$ cat config.mk
export PLATFORM = sky130hd
export DESIGN_NAME = breadboard_sweep_ctrl
export DESIGN_NICKNAME = d
export VERILOG_FILES = /design/src/rtl/breadboard_sweep_ctrl.sv
export SDC_FILE = /design/constraint.sdc
export NUM_CORES = 1
export LEC_CHECK = 0
export ABC_AREA = 1
export CORE_AREA = 10 10 87 70
export DETAILED_ROUTE_END_ITERATION = 8
export DIE_AREA = 0 0 97 80
export PLACE_DENSITY = 0.74
export SYNTH_ARGS = -nofsm -noshare
export SYNTH_HDL_FRONTEND = slang
export SYNTH_SLANG_ARGS = --single-unit
$ cat constraint.sdc
create_clock -name clk_i -period 1.8 [get_ports clk_i]
set_clock_uncertainty 0.15 [all_clocks]
set_input_delay 0.18 -clock clk_i [delete_from_list [all_inputs] [get_ports clk_i]]
set_output_delay 0.18 -clock clk_i [all_outputs]
set_load 0.02 [all_outputs]
$ cat src/rtl/breadboard_sweep_ctrl.sv
// Steps {w,x,y,z} through rows 0..15, captures f_in after a settle delay, offers
// each row by valid/ready and folds it into a rotate-XOR signature.
module breadboard_sweep_ctrl #(
  parameter int SETTLE     = 5,
  parameter int MARK_EVERY = 4
) (
  input  logic       clk_i,
  input  logic       rst_i,
  input  logic       start_i,
  input  logic       abort_i,
  output logic       w_o,
  output logic       x_o,
  output logic       y_o,
  output logic       z_o,
  input  logic [9:0] f_in_i,
  output logic       row_valid_o,
  input  logic       row_ready_i,
  output logic [3:0] row_idx_o,
  output logic [9:0] row_f_o,
  output logic       row_mark_o,
  output logic       busy_o,
  output logic       done_o,
  output logic [9:0] sig_o
);

  localparam int CW = (SETTLE > 1) ? $clog2(SETTLE) : 1;
  localparam logic [CW-1:0] CNT_LAST = CW'(SETTLE - 1);

  typedef enum logic [1:0] {
    S_IDLE,
    S_SETTLE,
    S_PRESENT,
    S_DONE
  } state_t;

  state_t        state_q, state_d;
  logic [3:0]    idx_q, idx_d;
  logic [CW-1:0] cnt_q, cnt_d;
  logic [9:0]    row_f_q, row_f_d;
  logic [3:0]    row_idx_q, row_idx_d;
  logic          row_mark_q, row_mark_d;
  logic          row_valid_q, row_valid_d;
  logic [9:0]    sig_q, sig_d;
  logic          mark_hit;

  assign mark_hit = ((int'(idx_q) % MARK_EVERY) == (MARK_EVERY - 1));

  always_ff @(posedge clk_i or posedge rst_i) begin
    if (rst_i) begin
      state_q     <= S_IDLE;
      idx_q       <= '0;
      cnt_q       <= '0;
      row_f_q     <= '0;
      row_idx_q   <= '0;
      row_mark_q  <= 1'b0;
      row_valid_q <= 1'b0;
      sig_q       <= '0;
    end else begin
      state_q     <= state_d;
      idx_q       <= idx_d;
      cnt_q       <= cnt_d;
      row_f_q     <= row_f_d;
      row_idx_q   <= row_idx_d;
      row_mark_q  <= row_mark_d;
      row_valid_q <= row_valid_d;
      sig_q       <= sig_d;
    end
  end

  always_comb begin
    state_d     = state_q;
    idx_d       = idx_q;
    cnt_d       = cnt_q;
    row_f_d     = row_f_q;
    row_idx_d   = row_idx_q;
    row_mark_d  = row_mark_q;
    row_valid_d = row_valid_q;
    sig_d       = sig_q;

    case (state_q)
      S_IDLE: begin
        if (start_i) begin
          idx_d   = '0;
          cnt_d   = '0;
          sig_d   = '0;
          state_d = S_SETTLE;
        end
      end
      S_SETTLE: begin
        if (cnt_q == CNT_LAST) begin
          row_f_d     = f_in_i;
          row_idx_d   = idx_q;
          row_mark_d  = mark_hit;
          sig_d       = {sig_q[8:0], sig_q[9]} ^ f_in_i;
          row_valid_d = 1'b1;
          state_d     = S_PRESENT;
        end else begin
          cnt_d = cnt_q + CW'(1);
        end
      end
      S_PRESENT: begin
        if (row_ready_i) begin
          row_valid_d = 1'b0;
          if (idx_q == 4'hF) begin
            state_d = S_DONE;
          end else begin
            idx_d   = idx_q + 4'd1;
            cnt_d   = '0;
            state_d = S_SETTLE;
          end
        end
      end
      S_DONE: begin
        state_d = S_IDLE;
      end
      default: begin
        state_d = S_IDLE;
      end
    endcase

    // Abort wins over start and over a pending handshake; the signature is kept.
    if (abort_i) begin
      state_d     = S_IDLE;
      row_valid_d = 1'b0;
      idx_d       = '0;
    end
  end

  assign {w_o, x_o, y_o, z_o} = idx_q;
  assign row_valid_o = row_valid_q;
  assign row_idx_o   = row_idx_q;
  assign row_f_o     = row_f_q;
  assign row_mark_o  = row_mark_q;
  assign busy_o      = (state_q != S_IDLE);
  assign done_o      = (state_q == S_DONE);
  assign sig_o       = sig_q;

endmodule

==> metrics.md, run 1 <==
| Metric | Value |
|---|---|
| Drt drc | 0 |
| Crit. path cell count | 1 |
| R2r endpoint | sig_o[7] |
| WL/cell | ~13 µm |
| Critical-path top delay cell | clkdlybuf4s50_1 |
| Port Buffer Count | 46 |
| Vias in the first global route | around 1,500 |
| Clock Latency Late Sink | ~0.29 ns |
| Lkg Pwr | 1.220 nW |
| Crit start category | flop |
| Post-route ant nets | 0 |
| IR drop worst, VDD | between 800 and 900 µV |
| Yosys warning total | 0 |
| Cell count after synthesis | 230 |
| TritonCTS clock tree | built |
| Synth-to-Final Area Change | 37.97% |
| CP max FO | 7 |
| DRT Pass-1 Iters | 4 |
| CP bufs+invs | 1 |
| Min Tclk post-route | 1.728 ns |
| Core Box Area | approximately 4400 µm² |
| Layout cells sized above 1 | 0.1224 |
| Synth cell types | 19 |
| Syn_area_per_cell | slightly below 8 µm² |
| Crit-path cells | clkdlybuf4s50_1 |
| Die area | between 7000 and 8000 µm² |
| Reg2Reg Depth | 9 |
| Setup crit end kind | output port |
| Clock Path Buffers | 2 |
| Top post-synthesis cells by area | dfrtp_1 48%, nand2_1 17%, inv_1 6.2%, o21ai_2 4.8%, nor2_1 3.7% |
| Root buffer cell | clkbuf_8 |
| Fin Setup TNS | 0 ns |
| Worst Setup SP | idx_q[0] |
| Num Clock Sinks | 35 |
| DIE WIDTH | about 97 µm |
| Critical Path RT | 1.47 ns |
| Largest net degree at the start of global routing | 36 |
| Final setup vio count | 0 |
| Starting Density | 0.4137 |
| Die Ht | roughly 80 µm |
| WL final | roughly 4.3 mm |
| Hold WC Path Type | in -> async |
| Initial antenna violation count | 0 |
| Synth top area share | 0.4824 |
| CP max stage delay | between 0.6 and 0.7 ns |
| CP Class | reg -> out |
| DR vias/cell | 4.501 |
| Worst-Margin Slew | 0.4533 ns |
| Syn_nets | roughly 250 |
| CP delay by family, top | buffers and inverters |
| Routability-driven placement congestion ratio | about 0.9 |
| Number of antenna diodes | 0 |
| I/O pin count | 47 |
| Synth area leader | dfrtp_1 |
| # fillers | ~400 |
| Post-DP HPWL | between 3 and 4 mm |
| Cell row count | 21 |
| CTS Buf Count | 5 |
| FF-to-FF setup slack | about 0.17 ns |
| #FFs+latches synth | 35 |
| Nets@finish | ~300 |
| Status | complete, no violations |
| Wire length of the first global-routing pass | between 7 and 8 mm |
| H-tree depth | 2 |
| Max-slew violations | 0 |
| Post-layout util | 0.5709 |
| Setup crit end | z_o |
| F_max | 578.6 MHz |
| Design Power | about 0.0035 W |
| Seq/Total Area, Yosys | 0.4824 |
| Vias | roughly 1,500 |
| PD cells | ~1400 nW/µm² |
| RSZ-0062 raised after global routing | no |
| Cell area after synthesis | 1815 µm² |
| DR iter-0 viols | 84 |
| Tot GR Track Use | 0.1145 |
| Fin crit share | 0.9602 |
| WP data arrival | ~1.4 ns |
| Max-cap violation count | 0 |
| Rel. slew slack | 0.6978 |
| GRT Residual Overflow | 0 |
| Final hold violation count | 0 |
| Cts-stage hold buffer count | 0 |
| Reg clk slew, reported paths | around 0.080 ns |
| FF-to-FF Start | cnt_q[0] |
==> how the worst min path moves through the flow <==
| stage | start | endpoint | cells after the start |
|---|---|---|---|
| finish | rst_i | row_mark_o | 3 |
| global route | rst_i | row_f_o[6] | 3 |
| CTS | rst_i | row_idx_o[3] | 3 |
| detailed placement | row_f_o[3] | row_f_o[3] | 2 |
| global placement | row_idx_o[0] | row_idx_o[0] | 2 |
| floorplan | row_ready_i | row_valid_o | 1 |
==> cells in the mapped netlist <==
library cell and number:
dfrtp_1 35, nand2_2 2, a21oi_1 8, nor2_8 1
buf_2 2, ha_1 3, o21ai_4 1, nor2_1 18
inv_2 4, buf_6 3, nand4_1 1, o21ai_1 8
o21ai_0 2, o21ai_2 10, nand3_1 11, xnor2_1 6
nand2_1 84, inv_1 30, buf_4 1
==> report_power, final <==
part / switching (W) / internal (W)
Sequential: 0.000150 / 0.000992
Combinational: 0.000865 / 0.000652
Clock: 0.000301 / 0.000553
Total: 0.00132 / 0.00220
==> final cells by class <==
| class | count | area [µm²] | share of cell area |
|---|---|---|---|
| repair buffers | 54 | 530.5 | 0.2118 |
| flip-flops and latches | 35 | 875.8 | 0.3497 |
| inverters | 34 | 127.6 | 0.05095 |
| clock buffers | 5 | 68.82 | 0.02747 |
| well taps | 57 | 71.32 | 0.02847 |
| multi-input cells | 155 | 763.2 | 0.3047 |
| clock inverters | 3 | 67.56 | 0.02697 |
==> per-stage QoR <==
stage	worst slack [ns]	cell area, µm²	instances	hold WS (ns)
2_1_floorplan	0.2944	1815	230	0.1138
3_3_place_gp	0.2314	2369	335	0.3045
3_5_place_dp	0.1783	2369	335	0.3142
4_1_cts	0.05505	2505	343	0.1599
5_1_grt	0.01245	2505	343	0.1901
6_report	0.07155	2505	343	0.1497
==> per-layer routing <==
metal  part of all wire  track usage  vias up
met5                  0            0        -
met4             0.0053      0.03529        0
met3              0.082      0.06401        2
met2               0.45       0.1760       36
met1               0.46       0.1334      694
li1                   -            -      812
==> what timing repair did <==
action,in CTS,in global routing
gates resized for setup,3,0
buffers inserted,0,0
endpoints found under the setup margin,2,0
==> state kept, by name, indices dropped and copies added (netlist names) <==
name         flops
cnt_q            3
idx_q            4
row_f_o         10
row_idx_o        4
row_mark_o       1
row_valid_o      1
sig_o           10
state_q          2
==> logic make-up after synthesis <==
family	Yosys count	synth area share
and+or+nand+nor	117	0.2626
xor gates and xnor gates	6	0.02895
AOI/OAI and AO/OA	29	0.1068
DFF	35	0.4824
adders and majority gates	3	0.02068
buffers and inverters	40	0.09855
==> layout by cell type (no fill, tap or decap), types with 3 or more instances in the layout <==
cell type and n:
ha_1 3, dfrtp_1 35, buf_4 7, inv_2 4
nand2_1 84, xnor2_1 6, clkdlybuf4s50_1 44, inv_1 30
o21ai_1 8, a21oi_1 8, nand3_1 11, o21ai_2 10
nor2_1 17, clkbuf_8 5
(Power assumes the default switching activity.)
==> run 2: changes to the inputs <==
CORE_AREA = 2 2 79 62   (was 10 10 87 70)
DIE_AREA = 0 0 81 64   (was 0 0 97 80)
==> run 2 against run 1 <==
  * Sequential cell count did not move
  * Sequential share of layout area barely moved
  * Final cell count did not move
  * Design area barely moved
  * Utilization rose by 0.32 points
  * Critical path depth did not move
  * Clock power fell by 2%
  * Routed wire length fell by 9.3%
  * Worst hold slack got worse by 0.0056 ns
  * Setup slack improved by 0.0044 ns
  * Critical path type unchanged
==> metrics.md, run 2 (synthesized netlist as in run 1, its figures left out) <==
| Metric | Value |
|---|---|
| Clock network power share | 0.240 (-0.003) |
| Final hold violation count | 0 (unchanged) |
| Die area | 5184 µm² (-33%) |
| Port Buffer Count | 46 (unchanged) |
| Cell internal pwr | 0.002197 W (about the same) |
| CP max FO | 7 (unchanged) |
| GRT Residual Overflow | 0 (unchanged) |
| Max-cap violation count | 0 (unchanged) |
| Root buffer cell | clkbuf_8 |
| TritonCTS clock tree | built |
| Final setup vio count | 0 (unchanged) |
| Flop pwr share | 0.329 (+0.004) |
| Most frequent cells in the layout | 84 x nand2_1, 43 x clkdlybuf4s50_1, 35 x dfrtp_1 |
| Crit start category | flop |
| Lkg Pwr | 1.239 nW (+1.6%) |
| Rel. slew slack | 0.7093 (+0.01150) |
| Wire length of the first global-routing pass | 6.837 mm (-5.4%) |
| Routability-driven placement congestion ratio | 0.9572 (+4.7%) |
| CP Class | reg -> out |
| CP max stage delay | 0.64 ns (about the same) |
| Critical Path RT | 1.47 ns (about the same) |
| Vias in the first global route | 1,534 (+0.13%) |
| Min Tclk post-route | 1.724 ns (-0.004436 ns) |
| Reg clk slew, reported paths | 0.07 ns (about the same) |
| Hold_ws | 0.1442 ns (-0.005555 ns) |
| Clock Path Buffers | 2 (unchanged) |
| Layout cells sized above 1 | 0.1189 (-0.003497) |
| Cell row count | 21 (unchanged) |
| Sw Ratio | 0.3697 (-0.004958) |
| Nets@finish | 303 (unchanged) |
| Multi-input combinational cell area | 763.2 µm² (unchanged) |
| Critical-path top delay cell | clkdlybuf4s50_1 |
| CTS Buf Count | 5 (unchanged) |
| DR vias/cell | 4.703 (+4.5%) |
| RSZ-0062 raised after global routing | no |
| IR drop worst, VDD | 555.3 µV (-32%) |
| Psw | 0.001288 W (-2.1%) |
| WL final | 3.899 mm (-9.3%) |
| # fillers | 413 (+2.0%) |
| Initial antenna violation count | 0 (unchanged) |
| Synth-to-Final Area Change | 37.90% (about the same) |
| I/O pin count | 47 (unchanged) |
| Num Clock Sinks | 35 (unchanged) |
| Largest net degree at the start of global routing | 36 (unchanged) |
| Vias | 1,613 (+4.5%) |
| Crit-path cells | clkdlybuf4s50_1 |
| Fin crit share | 0.9578 (-0.002464) |
| PD cells | 1392 nW/µm² (-0.71%) |
| WP data arrival | 1.39 ns (about the same) |
| Core Box Area | 4362 µm² (-0.60%) |
| Combinational power share | 0.431 (about the same) |
| H-tree depth | 2 (unchanged) |
| Starting Density | 0.4162 (+0.002492) |
| Fin Setup TNS | 0 ns (unchanged) |
| Hold WC Path Type | in -> async |
| DR iter-0 viols | 86 (+2.4%) |
| DRT Pass-1 Iters | 4 (unchanged) |
| Worst-Margin Slew | 0.4360 ns (-0.01725 ns) |
| Max-slew violations | 0 (unchanged) |
| Tot GR Track Use | 0.1719 (+0.05742) |
| Number of antenna diodes | 0 (unchanged) |
| Post-CTS setup repair buffer count | 0 (unchanged) |
| FF/Latch Area | 875.8 µm² (unchanged) |
| Drt drc | 0 (unchanged) |
| DIE WIDTH | 81 µm (-16%) |
| WL/cell | 11.37 µm (-9.3%) |
| Status | complete, no violations |
| CP delay by family, top | buffers and inverters |
| Die Ht | 64 µm (-20%) |
| Most common cell after layout, fill and taps aside | nand2_1 |
| Setup crit end kind | output port |
| CP bufs+invs | 1 (unchanged) |
| Clock Latency Late Sink | 0.29 ns (about the same) |
| Post-DP HPWL | 2.942 mm (-11%) |
| Post-route ant nets | 0 (unchanged) |
| F_max | 580.0 MHz (+0.26%) |
run 2: changes by cell type in the layout (fill, tap and decap cells not counted), sizes merged:
cell / previous run / this run
clkinvlp: 1 / 0
clkdlybuf4s50: 44 / 43
dlymetal6s2s: 0 / 1
clkbuf: 5 / 6
run 2: per-layer routing:
layer,global-route usage,part of all wire,vias to the layer above
met5,0,0,-
met4,0.05720,0.013,0
met3,0.05650,0.083,6
met2,0.2758,0.47,51
met1,0.2174,0.44,743
li1,-,-,813
run 2: repair_timing:
action,4_1_cts,5_1_grt
resized for setup,3,1
setup endpoints to repair,2,1
cloned,0,0
hold buffers,0,0
run 2: path summary, 6_finish.rpt:
kind / startpoint / endpoint / slack (ns) / cells past startpoint
worst max-delay path: idx_q[2] / x_o / 0.08 / 1
worst min-delay path: rst_i / row_idx_o[3] / 0.14 / 3
worst max register to register: cnt_q[0] / sig_o[8] / 0.18 / 9
worst min register to register: row_idx_o[0] / row_idx_o[0] / 0.32 / 2
max in group asynchronous: rst_i / sig_o[2] / 1.03 / 3
min in group clk_i: row_ready_i / row_valid_o / 0.32 / 2
run 2: final cells by class:
| type | count | share of cell area |
|---|---|---|
| timing repair buffer | 54 | 0.2129 |
| clock inverter | 2 | 0.02399 |
| tap | 57 | 0.02849 |
| multi-input combinational | 155 | 0.3048 |
| inverter | 34 | 0.05097 |
| clock buffer | 6 | 0.02899 |
| sequential | 35 | 0.3498 |
run 2: power by group through the flow:
stage / logic, W / clock network, W / registers, W
detailed placement: 0.00152 / 0 / 0.00116
finish: 0.00150 / 0.000836 / 0.00115
CTS: 0.00152 / 0.000847 / 0.00115
global placement: 0.00149 / 0 / 0.00115
global route: 0.00166 / 0.000885 / 0.00118
floorplan: 0.000744 / 0 / 0.00135
run 2: stage by stage:
| stage | instances | util | area (µm²) | setup WS, ns | power [W] |
|---|---|---|---|---|---|
| floorplan | 230 | - | 1815 | 0.2944 | 0.002092 |
| global placement | 335 | 0.5430 | 2369 | 0.2283 | 0.002641 |
| detailed placement | 335 | 0.5430 | 2369 | 0.1895 | 0.002677 |
| CTS | 343 | 0.5734 | 2501 | 0.05009 | 0.003514 |
| global route | 343 | 0.5740 | 2504 | 0.01993 | 0.003728 |
| finish | 343 | 0.5740 | 2504 | 0.07599 | 0.003485 |
==> run 3: changes to the inputs <==
CORE_AREA = 2 2 65 74   (was 2 2 79 62)
DIE_AREA = 0 0 67 76   (was 0 0 81 64)
==> run 3 against run 2 <==
  * Worst hold slack got worse by 0.0052 ns
  * Largest cell class unchanged
  * Critical path type unchanged
  * Critical path depth unchanged
  * Highest routed layer unchanged
  * Count of clock-buffer cells in the layout did not move
  * Sequential power barely moved
==> metrics.md, run 3 (synthesized netlist as in run 1, its figures left out) <==
| Metric | Value |
|---|---|
| I/O pin count | 47 (unchanged) |
| CP max FO | 7 (unchanged) |
| Max-slew violations | 0 (unchanged) |
| Die area | 5092 µm² (-1.8%) |
| Most frequent cells in the layout | 84 x nand2_1, 44 x clkdlybuf4s50_1, 34 x dfrtp_1 |
| Worst-Margin Slew | 0.4505 ns (+0.01454 ns) |
| DR vias/cell | 4.585 (-2.5%) |
| WP data arrival | 1.40 ns (about the same) |
| Design Power | 0.003364 W (-3.5%) |
| Core Box Area | 4424 µm² (+1.4%) |
| Final setup vio count | 0 (unchanged) |
| Drt drc | 0 (unchanged) |
| Layout cells sized above 1 | 0.1197 (+0.0008372) |
| TritonCTS clock tree | built |
| Fin crit share | 0.9604 (+0.002639) |
| Crit start category | flop |
| Post-route ant nets | 0 (unchanged) |
| Hold WC Path Type | in -> async |
| Initial antenna violation count | 0 (unchanged) |
| Post-DP HPWL | 2.904 mm (-1.3%) |
| Fin Setup TNS | 0 ns (unchanged) |
| F_max | 578.4 MHz (-0.27%) |
| WL final | 3.868 mm (-0.80%) |
| Crit-path cells | clkdlybuf4s50_1 |
| Nets@finish | 301 (-0.66%) |
| Max-cap violation count | 0 (unchanged) |
| Critical-path top delay cell | clkdlybuf4s50_1 |
| Final hold violation count | 0 (unchanged) |
| Largest net degree at the start of global routing | 36 (unchanged) |
| Clock Path Buffers | 2 (unchanged) |
| Num Clock Sinks | 35 (unchanged) |
| Tot GR Track Use | 0.1726 (+0.0006814) |
| Status | complete, no violations |
| GRT Residual Overflow | 0 (unchanged) |
| Die Ht | 76 µm (+19%) |
| Number of antenna diodes | 0 (unchanged) |
| RSZ-0062 raised after global routing | no |
| CP max stage delay | 0.65 ns (about the same) |
| Most common cell after layout, fill and taps aside | nand2_1 |
| CP Class | reg -> out |
| CP delay by family, top | buffers and inverters |
| Rel. slew slack | 0.6996 (-0.009696) |
| Cell row count | 26 (+24%) |
| DIE WIDTH | 67 µm (-17%) |
| Starting Density | 0.4104 (-0.005886) |
| Wire length of the first global-routing pass | 6.762 mm (-1.1%) |
| Synth-to-Final Area Change | 36.11% |
| Setup crit end kind | output port |
| Reg clk slew, reported paths | 0.07 ns (about the same) |
| Cts-stage hold buffer count | 0 (unchanged) |
| Min Tclk post-route | 1.729 ns (+0.004749 ns) |
| CTS Buf Count | 5 (unchanged) |
| Vias in the first global route | 1,507 (-1.8%) |
| Clock Latency Late Sink | 0.29 ns (about the same) |
| Root buffer cell | clkbuf_8 |
| IR drop worst, VDD | 739.0 µV (+33%) |
| H-tree depth | 2 (unchanged) |
| Lkg Pwr | 1.206 nW (-2.7%) |
| Routability-driven placement congestion ratio | 0.8089 (-15%) |
| DR iter-0 viols | 62 (-28%) |
| DRT Pass-1 Iters | 4 (unchanged) |
| CP bufs+invs | 1 (unchanged) |
| Port Buffer Count | 46 (unchanged) |
| Critical Path RT | 1.47 ns (about the same) |
| PD cells | 1361 nW/µm² (-2.2%) |
| WL/cell | 11.38 µm (about the same) |
| Vias | 1,559 (-3.3%) |
run 3: changes by cell type in the layout (fill, tap and decap cells not counted), sizes merged:
| cell | delta |
|---|---|
| dlymetal6s2s | -1 |
| clkdlybuf4s50 | +1 |
| clkinv | +1 |
| bufinv | -1 |
| buf | -2 |
run 3: what timing repair did:
item                       4_1_cts  5_1_grt
gates resized for setup          4        0
setup endpoints to repair        2        0
buffers inserted                 0        0
run 3: cell type report:
type	instances	area (µm²)
fillers	434	1953
flip-flops and latches	35	877.1
multi-input cells	155	763.2
repair buffers	52	515.5
inverters	34	127.6
clock buffers	6	82.58
well taps	56	70.07
clock inverters	2	35.03
run 3: worst paths after layout:
path / end / slack, ns / cells after the start / start
hold reg to reg: row_idx_o[1] / 0.32 / 2 / row_idx_o[1]
min in group clk_i: row_idx_o[1] / 0.32 / 2 / row_idx_o[1]
hold / removal: row_f_o[8] / 0.14 / 3 / rst_i
max in group asynchronous: state_q[1] / 1.01 / 3 / rst_i
setup reg to reg: sig_o[7] / 0.17 / 9 / cnt_q[0]
setup / recovery: z_o / 0.07 / 1 / idx_q[0]
run 3: layer usage:
layer / track usage / vias to the layer above / share of wire
li1: - / 810 / -
met1: 0.2206 / 710 / 0.45
met2: 0.2782 / 33 / 0.48
met3: 0.03545 / 6 / 0.047
met4: 0.07347 / 0 / 0.020
met5: 0 / - / 0
run 3: stage by stage:
step / instances / utilization / instance area (µm²) / setup WS, ns / hold slack, ns
global placement: 332 / 0.5317 / 2352 / 0.1575 / 0.3089
CTS: 340 / 0.5585 / 2471 / 0.07320 / 0.1571
detailed placement: 332 / 0.5317 / 2352 / 0.1298 / 0.3114
floorplan: 230 / - / 1815 / 0.2944 / 0.1138
finish: 340 / 0.5585 / 2471 / 0.07124 / 0.1390
global route: 340 / 0.5585 / 2471 / 0.01583 / 0.2006
run 3: where the power goes:
group	internal (W)	switching (W)	total [W]
clock network	0.000448	0.000294	0.000742
registers	0.000993	0.000158	0.00115
logic	0.000643	0.000828	0.00147
